===== config.mk =====
export PLATFORM = sky130hd
export DESIGN_NAME = alu_seq_flat
export DESIGN_NICKNAME = d
export VERILOG_FILES = /design/src/rtl/alu_seq_if.sv /design/src/rtl/alu_seq.sv /design/src/flat_wrapper.sv
export SDC_FILE = /design/constraint.sdc
export NUM_CORES = 1
export LEC_CHECK = 0
export CAP_MARGIN = 30
export CORE_AREA = 2 2 79 89
export DETAILED_ROUTE_END_ITERATION = 8
export DIE_AREA = 0 0 81 91
export GPL_TIMING_DRIVEN = 0
export PLACE_DENSITY_LB_ADDON = 0.05
export SYNTH_ARGS = -nofsm -noshare
export SYNTH_HDL_FRONTEND = slang
export SYNTH_SLANG_ARGS = --single-unit

===== constraint.sdc =====
create_clock -name clk -period 4.3 [get_ports clk]
set_clock_uncertainty 0.1 [all_clocks]
set_input_delay 0.86 -clock clk [delete_from_list [all_inputs] [get_ports clk]]
set_output_delay 0.86 -clock clk [all_outputs]
set_load 0.1 [all_outputs]

===== src/rtl/alu_seq_if.sv =====
// alu_seq_if: instruction request handshake between the decoder (master) and alu_seq (slave).
interface alu_seq_if #(
    parameter int AW = 3,
    parameter int DW = 8
);
    logic          req_valid;
    logic          req_ready;
    logic [3:0]    req_opr;
    logic [AW-1:0] req_dst;
    logic [AW-1:0] req_src;
    logic          req_imm_en;
    logic [DW-1:0] req_imm;
    modport master (
        output req_valid, req_opr, req_dst, req_src, req_imm_en, req_imm,
        input  req_ready
    );
    modport slave (
        input  req_valid, req_opr, req_dst, req_src, req_imm_en, req_imm,
        output req_ready
    );
endinterface


===== src/rtl/alu_seq.sv =====
// alu_seq: IDLE/READ/EXEC/WB sequencer driving the ALU and writing results back to the register file.
// Optional ALU_SEQ_FWD_EN: accept during WB and forward the retiring write into the next READ.
module alu_seq #(
    parameter int NREG = 8,
    parameter int DW   = 8,
    parameter int AW   = $clog2(NREG)
) (
    input  logic          clk,
    input  logic          rst_n,
    alu_seq_if.slave      req,
    output logic [AW-1:0] rf_addr_a,
    input  logic [DW-1:0] rf_data_a,
    output logic [AW-1:0] rf_addr_b,
    input  logic [DW-1:0] rf_data_b,
    output logic          rf_wr_en,
    output logic [AW-1:0] rf_wr_addr,
    output logic [DW-1:0] rf_wr_data,
    output logic [DW-1:0] alu_a,
    output logic [DW-1:0] alu_b,
    output logic [3:0]    alu_opr,
    output logic          alu_en,
    output logic [DW-1:0] alu_direct,
    output logic          alu_direct_en,
    input  logic [DW-1:0] alu_out,
    output logic          done,
    output logic          err
);
    typedef enum logic [1:0] {IDLE, READ, EXEC, WB} state_t;
    localparam logic [3:0] OP_DIV = 4'd3;
    localparam logic [3:0] OP_CMP = 4'd7;
    localparam logic [3:0] OP_BAD = 4'd15;
`ifdef ALU_SEQ_FWD_EN
    localparam logic FWD = 1'b1;
`else
    localparam logic FWD = 1'b0;
`endif
    state_t        state;
    logic [3:0]    opr;
    logic [AW-1:0] dst;
    logic [AW-1:0] src;
    logic          imm_en;
    logic [DW-1:0] imm;
    logic [DW-1:0] a_val;
    logic [DW-1:0] b_val;
    logic          bad;
    logic          accept;
    assign rf_addr_a = dst;
    assign rf_addr_b = src;
`ifdef ALU_SEQ_FWD_EN
    // fwd_vld marks the READ that directly follows a retiring write
    logic fwd_vld;
    assign a_val = (fwd_vld && rf_wr_addr == dst) ? rf_wr_data : rf_data_a;
    assign b_val = imm_en ? imm : (fwd_vld && rf_wr_addr == src) ? rf_wr_data : rf_data_b;
`else
    assign a_val = rf_data_a;
    assign b_val = imm_en ? imm : rf_data_b;
`endif
    assign bad    = opr == OP_BAD || (opr == OP_DIV && b_val == '0);
    assign accept = req.req_valid && req.req_ready;
    always_ff @(posedge clk or negedge rst_n) begin
        if (!rst_n) begin
            state         <= IDLE;
            req.req_ready <= 1'b0;
            opr           <= '0;
            dst           <= '0;
            src           <= '0;
            imm_en        <= 1'b0;
            imm           <= '0;
            alu_a         <= '0;
            alu_b         <= '0;
            alu_opr       <= '0;
            alu_en        <= 1'b0;
            alu_direct    <= '0;
            alu_direct_en <= 1'b0;
            rf_wr_en      <= 1'b0;
            rf_wr_addr    <= '0;
            rf_wr_data    <= '0;
            done          <= 1'b0;
            err           <= 1'b0;
`ifdef ALU_SEQ_FWD_EN
            fwd_vld       <= 1'b0;
`endif
        end else begin
            alu_en        <= 1'b0;
            alu_direct_en <= 1'b0;
            rf_wr_en      <= 1'b0;
            done          <= 1'b0;
`ifdef ALU_SEQ_FWD_EN
            fwd_vld       <= 1'b0;
`endif
            case (state)
                IDLE, WB: begin
                    err <= 1'b0;
                    if (accept) begin
                        opr           <= req.req_opr;
                        dst           <= req.req_dst;
                        src           <= req.req_src;
                        imm_en        <= req.req_imm_en;
                        imm           <= req.req_imm;
                        req.req_ready <= 1'b0;
                        state         <= READ;
`ifdef ALU_SEQ_FWD_EN
                        fwd_vld       <= rf_wr_en;
`endif
                    end else begin
                        req.req_ready <= 1'b1;
                        state         <= IDLE;
                    end
                end
                READ: begin
                    if (bad) begin
                        err           <= 1'b1;
                        done          <= 1'b1;
                        req.req_ready <= FWD;
                        state         <= WB;
                    end else begin
                        alu_a         <= a_val;
                        alu_b         <= imm_en ? '0 : b_val;
                        alu_direct    <= imm_en ? b_val : '0;
                        alu_opr       <= opr;
                        alu_en        <= 1'b1;
                        alu_direct_en <= imm_en;
                        state         <= EXEC;
                    end
                end
                EXEC: begin
                    rf_wr_data    <= alu_out;
                    rf_wr_addr    <= dst;
                    rf_wr_en      <= opr != OP_CMP;
                    done          <= 1'b1;
                    req.req_ready <= FWD;
                    state         <= WB;
                end
                default: state <= IDLE;
            endcase
        end
    end
endmodule


===== src/flat_wrapper.sv =====
// flat-port wrapper written by rule: the top's interface ports become plain ports
module alu_seq_flat 
#(
    parameter int NREG = 8,
    parameter int DW   = 8,
    parameter int AW   = $clog2(NREG)
)
  (clk, rst_n, rf_addr_a, rf_data_a, rf_addr_b, rf_data_b, rf_wr_en, rf_wr_addr, rf_wr_data, alu_a, alu_b, alu_opr, alu_en, alu_direct, alu_direct_en, alu_out, done, err, req_req_valid, req_req_opr, req_req_dst, req_req_src, req_req_imm_en, req_req_imm, req_req_ready);
  alu_seq_if #(.AW(AW), .DW(DW)) req_i ();
  input  logic clk;
  input  logic rst_n;
  output logic [AW-1:0] rf_addr_a;
  input  logic [DW-1:0] rf_data_a;
  output logic [AW-1:0] rf_addr_b;
  input  logic [DW-1:0] rf_data_b;
  output logic rf_wr_en;
  output logic [AW-1:0] rf_wr_addr;
  output logic [DW-1:0] rf_wr_data;
  output logic [DW-1:0] alu_a;
  output logic [DW-1:0] alu_b;
  output logic [3:0] alu_opr;
  output logic alu_en;
  output logic [DW-1:0] alu_direct;
  output logic alu_direct_en;
  input  logic [DW-1:0] alu_out;
  output logic done;
  output logic err;
  input wire logic [$bits(req_i.req_valid)-1:0] req_req_valid;
  input wire logic [$bits(req_i.req_opr)-1:0] req_req_opr;
  input wire logic [$bits(req_i.req_dst)-1:0] req_req_dst;
  input wire logic [$bits(req_i.req_src)-1:0] req_req_src;
  input wire logic [$bits(req_i.req_imm_en)-1:0] req_req_imm_en;
  input wire logic [$bits(req_i.req_imm)-1:0] req_req_imm;
  output wire logic [$bits(req_i.req_ready)-1:0] req_req_ready;
  assign req_i.req_valid = req_req_valid;
  assign req_i.req_opr = req_req_opr;
  assign req_i.req_dst = req_req_dst;
  assign req_i.req_src = req_req_src;
  assign req_i.req_imm_en = req_req_imm_en;
  assign req_i.req_imm = req_req_imm;
  assign req_req_ready = req_i.req_ready;
  alu_seq #(.NREG(NREG), .DW(DW), .AW(AW)) u_core (.clk(clk), .rst_n(rst_n), .req(req_i), .rf_addr_a(rf_addr_a), .rf_data_a(rf_data_a), .rf_addr_b(rf_addr_b), .rf_data_b(rf_data_b), .rf_wr_en(rf_wr_en), .rf_wr_addr(rf_wr_addr), .rf_wr_data(rf_wr_data), .alu_a(alu_a), .alu_b(alu_b), .alu_opr(alu_opr), .alu_en(alu_en), .alu_direct(alu_direct), .alu_direct_en(alu_direct_en), .alu_out(alu_out), .done(done), .err(err));
endmodule

==> out/metrics.yaml, run 1 <==
viasPerCell: 4.938
timing.fmax_mhz: 351.7
cp_slowest_stage_delay_ps: 1160
period_share_pct: 66.12
drc: 0
synth_commonest_cells: "66 x dfrtp_1, 34 x mux2_2, 14 x a22o_1, 8 x mux2_4, 7 x inv_1"
overflow: 0
crit_family: "buffers and inverters"
synth_cells: 177
diodes: 0
start_util_pct: 41.26
drive_above_1_share_pct: 22.84
outcome: "finished clean"
port_buffers: 96
ctsRootBufferMaster: "clkbuf_8"
die-width_um: 81
whs_ps: 404.6
dpl.hpwl_mm: 4.030
clock_sinks: 66
fp.dieH_um: 91
worst-slew-pin-transition_ps: 1001
crit_chain: "clkdlybuf4s50_1"
hold_class: "reg2reg"
fin_nets: 332
hold_buffers: 0
maxSlewViolCount: 0
cts_resized: 0
criticalPathCategory: "reg2out"
htreeDepth: 3
grt_first_pass_wirelength_mm: 9.045
synth_cell_types: 37
ant_nets: 0
cp.required_ps: 3340
grt_max_degree: 67
synthArstFlopShare_pct: 100.0
cp-end-kind: "output pin"
ys_ff_latch: 66
gp_congestion: 0.7159
antenna_found_initial: 0
cp-start-kind: "flop"
critical_path.max_fanout: 4
die-area_um2: 7371
cap_violations: 0
yosys-top-cells-area: "dfrtp_1 62%, mux2_2 14%, a22o_1 4.6%"
track_usage_pct: 16.31
cp_data_arrival_time_ps: 1880
cts_tree: "built"
synth_top_cell_by_area: "dfrtp_1"
final_util_pct: 60.69
syn-cell-area_um2: 2656
synth_nets: 225
critPathBufInv: 1
fillers: 549
io_pins: 97
synth-edff-count: 0
yosys_warnings: 0
slew_headroom_pct: 33.04
first_global_vias: 1873
clk_pin_slew_ps: 70
syn_avg_cell_area_um2: 15.01
setup_viol: 0
hold_viol: 0
area_delta_synth_final_pct: 47.10
synth_top_area_share_pct: 62.18
drt_iter0_drc: 35
period_minus_slack_ps: 2843
cts_buffers: 9
postCtsSetupBuffers: 0
vias: 1832
worstSkewPairLatency_ps: 340
rsz0062_at_grt: "false"
num_rows: 31
wl_per_cell_um: 15.20
yosysSeqAreaShare_pct: 62.18
worst_path_max_delay_cell: "clkdlybuf4s50_1"
core-area_um2: 6439
synth.most_common_cell: "dfrtp_1"
firstDrtPassIters: 4
synthFlopType: "dfrtp_1"
clockBufferDepth: 2
drt_wl_total_mm: 5.638
flip-flops by register name, summed over array words and instances (netlist names), 4 cells and up:
| register | flops |
|---|---|
| u_core.alu_a | 8 |
| u_core.alu_b | 8 |
| u_core.alu_direct | 8 |
| u_core.alu_opr | 4 |
| u_core.imm | 8 |
| u_core.opr | 4 |
| u_core.rf_wr_data | 8 |
cells by family (layout without fill, tap and decap cells):
kind of cell | count (synthesis) | in the layout | synth area share [%]
AO/OA/AOI/OAI | 33 | 33 | 10.69
buffers and inverters | 15 | 127 | 3.203
flip-flops | 66 | 66 | 62.18
multiplexers | 43 | 43 | 19.31
adder cells (fa/ha/maj) | 2 | 2 | 0.9419
AND/OR/NAND/NOR | 18 | 18 | 3.674
area by class of cell:
| type | count | area (um^2) | share of cell area, % |
|---|---|---|---|
| clock inverters | 4 | 25.02 | 0.6404 |
| inverters | 8 | 32.53 | 0.8325 |
| multi-input cells | 96 | 919.6 | 23.54 |
| flip-flops and latches | 66 | 1652 | 42.27 |
| clock buffers | 12 | 165.2 | 4.227 |
| repair buffers | 96 | 958.4 | 24.53 |
| plain buffers | 7 | 52.55 | 1.345 |
| well taps | 82 | 102.6 | 2.626 |
cell usage in the layout, fill, tap and decap left out, types with 3 or more instances in the layout:
| cell | n |
|---|---|
| mux2_2 | 34 |
| nand2_1 | 4 |
| clkdlybuf4s50_1 | 95 |
| clkbuf_8 | 12 |
| a21oi_1 | 3 |
| inv_1 | 7 |
| a22o_1 | 14 |
| mux2_4 | 8 |
| dfrtp_1 | 66 |
path summary, 6_finish.rpt:
check,startpoint,endpoint,slack (ps),cells past startpoint
setup / recovery,u_core.req.req_ready$_DFFE_PN0N_,req_req_ready,1460,1
hold / removal,u_core.rf_wr_data[3]$_DFFE_PN0P_,u_core.rf_wr_data[3]$_DFFE_PN0P_,400,1
setup reg to reg,u_core.imm[5]$_DFFE_PN0P_,u_core.alu_opr[2]$_DFFE_PN0P_,1880,5
hold reg to reg,u_core.rf_wr_data[3]$_DFFE_PN0P_,u_core.rf_wr_data[3]$_DFFE_PN0P_,400,1
max in group asynchronous,rst_n,u_core.rf_wr_addr[0]$_DFFE_PN0P_,3060,1
min in group asynchronous,rst_n,u_core.alu_a[6]$_DFFE_PN0P_,520,1
per-layer routing:
metal / wire, um / track usage, % / up-vias
li1: - / - / 868
met1: 2591 / 21.47 / 893
met2: 2618 / 24.66 / 60
met3: 319 / 4.672 / 11
met4: 108 / 7.627 / 0
met5: 0 / 0 / -
through the flow:
stage | setup slack [ps] | cells | area [um^2] | setup TNS (ps)
after floorplan | 1892 | 177 | 2656 | 0
after global placement | -14.23 | 355 | 3720 | -653.0
after detailed placement | 1203 | 355 | 3717 | 0
after CTS | 1434 | 371 | 3908 | 0
after global routing | 1403 | 371 | 3908 | 0
final | 1457 | 371 | 3908 | 0
worst register-to-register path: stages (launching register included):
cell and delay (ps):
dfrtp_1 390, or4b_1 560, o31a_1 330, o31ai_4 360, buf_6 210, mux2_2 340
Power of run 1 is not shown: default switching activity piles up to over one toggle a cycle in this logic, so the estimate is an artifact.
==> run 2, diff against run 1 <==
Clock period 4.3 ns to 2.7 ns, I/O delays scaled along.
==> results of run 2 <==
Same layout as run 1 (identical final DEF). Status: finished clean.
Among the figures that moved: setup slack after placement 1203 ps -> -76.94 ps; setup slack after layout 1457 ps -> 177.0 ps; hold slack 404.6 ps -> 198.2 ps; register-to-register setup slack 1880 ps -> 280 ps
Power of run 2 is left out for the same reason.
